--- config.mk ---
export PLATFORM = sky130hd
export DESIGN_NAME = req_encoder_32to5
export DESIGN_NICKNAME = d
export VERILOG_FILES = /design/src/rtl/req_encoder_32to5_pkg.sv /design/src/rtl/req_encoder_32to5_prio_enc.sv /design/src/rtl/req_encoder_32to5.sv
export SDC_FILE = /design/constraint.sdc
export NUM_CORES = 1
export LEC_CHECK = 0
export ABC_AREA = 1
export CORE_ASPECT_RATIO = 1.75
export CORE_MARGIN = 4
export CORE_UTILIZATION = 50
export DETAILED_ROUTE_END_ITERATION = 8
export PLACE_DENSITY_LB_ADDON = 0.25
export SETUP_SLACK_MARGIN = 0.3
export SYNTH_ARGS = -nofsm -noshare
export SYNTH_HDL_FRONTEND = slang
export SYNTH_HIERARCHICAL = 1
export SYNTH_SLANG_ARGS = --single-unit
--- constraint.sdc ---
create_clock -name clock -period 5.8 [get_ports clock]
set_input_delay 0.87 -clock clock [delete_from_list [all_inputs] [get_ports clock]]
set_output_delay 0.87 -clock clock [all_outputs]
set_load 0.005 [all_outputs]
--- src/rtl/req_encoder_32to5_pkg.sv ---
// Shared constants, output-stage state type and the 5-to-32 decoder
// used to build the one-hot claim mask.
package req_encoder_32to5_pkg;

   localparam int NREQ  = 32;
   localparam int IDX_W = 5;

   typedef enum logic {
      EMPTY = 1'b0,
      HOLD  = 1'b1
   } out_state_e;

   function automatic logic [NREQ-1:0] dec_5to32(input logic [IDX_W-1:0] idx);
      logic [NREQ-1:0] one_hot;
      one_hot = {{(NREQ-1){1'b0}}, 1'b1};
      return one_hot << idx;
   endfunction

endpackage

--- src/rtl/req_encoder_32to5_prio_enc.sv ---
// Combinational find-first-set: lowest set bit wins. For a one-hot input it
// returns exactly the index that dec_5to32 would expand back to that vector.
module prio_enc_32to5
   import req_encoder_32to5_pkg::*;
(
   input  logic [NREQ-1:0]  i_vec,
   output logic [IDX_W-1:0] o_idx,
   output logic             o_any
);

   always_comb begin
      // NOTE: every always_comb output gets a default first so no path can infer a latch.
      o_idx = '0;
      // Walk from the top down so the lowest set bit is the last (winning) assignment.
      for (int i = NREQ - 1; i >= 0; i--) begin
         if (i_vec[i]) o_idx = IDX_W'(i);
      end
   end

   assign o_any = |i_vec;

endmodule

--- src/rtl/req_encoder_32to5.sv ---
// Pending-request collector with a one-entry output stage: lowest pending
// index is claimed into the output register and handed off with valid/ready.
module req_encoder_32to5
   import req_encoder_32to5_pkg::*;
(
   input  logic             clock,
   input  logic             reset_n,
   input  logic [NREQ-1:0]  req_in,
   input  logic             clr_all,
   input  logic             out_ready,
   output logic [IDX_W-1:0] out_idx,
   output logic             out_valid,
   output logic [NREQ-1:0]  pending,
   output logic             busy
);

   out_state_e       r_state;
   out_state_e       w_state_next;
   logic [NREQ-1:0]  r_pending;
   logic [IDX_W-1:0] r_idx;
   logic [IDX_W-1:0] w_sel_idx;
   logic             w_any;
   logic             w_load;
   logic [NREQ-1:0]  w_claim_mask;

   // Selection looks only at registered pending, never at req_in.
   prio_enc_32to5 u_prio_enc (
      .i_vec (r_pending),
      .o_idx (w_sel_idx),
      .o_any (w_any)
   );

   // State register
   always_ff @(posedge clock or negedge reset_n) begin
      // NOTE: sequential state uses non-blocking assignments so every flop samples pre-edge values.
      if (!reset_n) r_state <= EMPTY;
      else          r_state <= w_state_next;
   end

   // Next-state logic
   always_comb begin
      w_state_next = r_state;
      if (clr_all) begin
         w_state_next = EMPTY;
      end else begin
         case (r_state)
            EMPTY:   if (w_any) w_state_next = HOLD;
            HOLD:    if (out_ready && !w_any) w_state_next = EMPTY;
            default: w_state_next = EMPTY;
         endcase
      end
   end

   // Output / claim logic: a claim happens whenever the stage is free or being drained.
   always_comb begin
      out_valid    = (r_state == HOLD);
      w_load       = !clr_all && w_any && (!out_valid || out_ready);
      w_claim_mask = w_load ? dec_5to32(w_sel_idx) : '0;
   end

   // A fresh request beats a claim of the same bit, so it is OR-ed in after clearing.
   always_ff @(posedge clock or negedge reset_n) begin
      if (!reset_n) begin
         r_pending <= '0;
         r_idx     <= '0;
      end else begin
         if (clr_all) r_pending <= '0;
         else         r_pending <= (r_pending & ~w_claim_mask) | req_in;
         if (w_load)  r_idx     <= w_sel_idx;
      end
   end

   assign out_idx = r_idx;
   assign pending = r_pending;
   assign busy    = (|r_pending) || (r_state == HOLD);

endmodule

==> results.cfg <==
[finish]
insertedDiodeCount = 0
syn2layout_area_growth_pct = 37.5
area.sequential_um2 = 951
nFillCells = 387
number_of_nets_in_the_finished_design = 444
drive_gt1_frac = 0.0465
multi_input_area_um2 = 981
finalNonFillerCells = 460

[synthesis]
synth_top_area_share = 0.416
synthesis.area_um2 = 2280
number_of_distinct_library_cell_variants_in_the_gate_level_netlist_after_synthesis = 29
ys_async_sr_fraction = 1.00
syn-num-nets = 371
postSynthRegisterBits = 38
netlist.top_cell.by_area = dfrtp_1
synth_seq_area_share = 0.416
post_synth_most_frequent_cells = 81 x nand2_1, 66 x inv_1, 38 x dfrtp_1
post-synth-top-count-cell = nand2_1
yosysWarningCount = 6
post_synthesis_cells = 335
synthesis.area_per_instance_um2 = 6.82
post_synth_main_area_contributors = dfrtp_1 42%, nand2_1 13%, inv_1 11%
synth-edff-count = 0
most_common_flop_cell_mapped_by_yosys = dfrtp_1

[global_route]
grt_pass1_wl_um = 11200
grt_use_total = 0.252
antenna_found_initial = 0
first_global_vias = 2418
overflow = 0
grt_max_degree = 39

[timing]
final_number_of_setup_violating_endpoints = 0
relSlewSlack = 0.224
slew_violations = 0
fmax_mhz = 330
holdWs_ns = 0.485
grt_setup_unrepaired = no
tightest_slew_ns = 1.15
final.setup_skew_ns = 0.00906
fin_setup_tns_ns = 0
min_period_ns = 3.03
timing_hold_violations_final = 0
period_share = 0.523

[floorplanning]
io-pin-count = 75
core_um2 = 4400
die_height_um = 97.4
rows = 32
initial_core_util = 0.519
die_w_um = 59.1
die_area_um2 = 5760

[critical_path]
cp_max_fo = 8
critical_path.cell_chain = nor2_1, inv_1, a311oi_1, o31ai_1, o21ai_1, nand2_1, nand2_1, nand2_1, nand2_1, nand2_1, nand2_1, nand2_1, a21oi_1, a211oi_1, inv_1, nand3_1, nor2_1, nand2_1, nand2_1, a21oi_1
setup.worst_path.end_class = flip-flop
critPathMaxStageDelay_ns = 0.74
worstPathArrival_ns = 3.24
timing.setup.critical_path_class = flip-flop to flip-flop
critPathMostFrequentCell = nand2_1
critPathLaunchType = flip-flop
slowest_cell_on_the_critical_path = a211oi_1
timing.critical_path.required_ns = 6.01

[clock_tree]
clock_transition_at_the_registers_of_the_reported_paths_ns = 0.08
cts_setup_buffers = 0
ctsHtreeMaxLevel = 2
insertion_delay_ns = 0.29
cts-root-to-sink-buffers = 2
clock_sinks = 38
count_of_hold_buffers_inserted_by_post_cts_repair = 0
cts-buffers-inserted = 5
cts-resized-gates = 0
root_buffer = clkbuf_8
cts_tree = done

[route]
detail_route.iter0.violations = 130
firstDrtPassIters = 5
routed_wirelength_um = 6960
ant_nets = 0
route.detailed.vias_per_inst = 5.23
vias = 2408
detail_route.wl_per_cell_um = 15.1
drc = 0

[power_and_ir_drop]
power.density_cell_area_nw_per_um2 = 212
power.static_leakage_nw = 1.54
vdd_drop_max_mv = 0.182
p_total_w = 0.000667

[flow_run]
max-cap-violations = 0

[status]
run_status = completed

[placement]
globalplace.congestion = 0.947
portBuffers = 74
dp_cells = 452
total_half_perimeter_wirelength_after_legalization_and_detailed_placement_um = 5390

[hold_path]
worst_hold_path_type = flip-flop to flip-flop
## final timing paths
kind | endpoint | startpoint | slack, ns | cells after the start
max | pending[21]$_DFF_PN0_ | pending[30]$_DFF_PN0_ | 2.77 | 20
min | out_idx[4]$_DFFE_PN0P_ | out_idx[4]$_DFFE_PN0P_ | 0.48 | 2
max reg2reg | pending[21]$_DFF_PN0_ | pending[30]$_DFF_PN0_ | 2.77 | 20
min reg2reg | out_idx[4]$_DFFE_PN0P_ | out_idx[4]$_DFFE_PN0P_ | 0.48 | 2
max in group asynchronous | pending[12]$_DFF_PN0_ | reset_n | 4.44 | 2
min in group asynchronous | pending[26]$_DFF_PN0_ | reset_n | 1.01 | 2
## cells in the final DEF (no fill, tap or decap), types with 2 or more instances in the layout
cell and n:
nor4_1 2, o21ai_1 2, clkdlybuf4s50_1 74, inv_1 66
clkbuf_8 6, buf_4 2, nor3_1 5, nand3_1 14
dfrtp_1 38, nand4_1 5, bufinv_8 2, o21ai_0 23
inv_2 4, a21oi_1 35, nand2_1 81, nor2_1 37
## kinds of logic after synthesis
kind of cell	count (synthesis)	share of synthesized area
and+or+nand+nor	148	0.274
buffers and inverters	82	0.154
DFF	38	0.416
AOI/OAI and AO/OA	67	0.155
## worst max-delay path: cells and delay by family (launching register included)
kind | cells | cell delay [ns]
simple gates | 12 | 0.86
flops | 1 | 0.41
buf+inv | 2 | 0.30
compound gates | 6 | 1.37
## per-stage QoR
step | setup WS [ns] | util | cell area (um^2)
3_5_place_dp | 2.90 | 0.692 | 3050
2_1_floorplan | 3.29 | - | 2280
4_1_cts | 2.89 | 0.713 | 3140
5_1_grt | 2.38 | 0.713 | 3140
3_3_place_gp | 2.98 | 0.692 | 3050
6_report | 2.77 | 0.713 | 3140
## state kept, by name, indices dropped and copies added (netlist names)
register / count
out_valid: 1
pending: 32
out_idx: 5
## layer usage
| layer | vias up | wire, um | track usage |
|---|---|---|---|
| met5 | - | 0 | 0 |
| met4 | 0 | 243 | 0.120 |
| met3 | 23 | 367 | 0.0332 |
| met2 | 99 | 3890 | 0.457 |
| met1 | 1099 | 2460 | 0.273 |
| li1 | 1187 | - | - |
## report_power, final
| group | internal [W] | switching, W |
|---|---|---|
| Sequential | 0.000284 | 0.0000252 |
| Combinational | 0.0000864 | 0.0000807 |
| Clock | 0.0000960 | 0.0000944 |
| Total | 0.000466 | 0.000200 |
## layout make-up
| class | count | area share |
|---|---|---|
| clock inverter | 1 | 0.00159 |
| multi-input combinational | 215 | 0.312 |
| clock buffer | 7 | 0.0275 |
| timing repair buffer | 76 | 0.241 |
| inverter | 72 | 0.0948 |
| sequential | 38 | 0.303 |
| tap | 51 | 0.0203 |
Power figures use the tool's default switching activity.
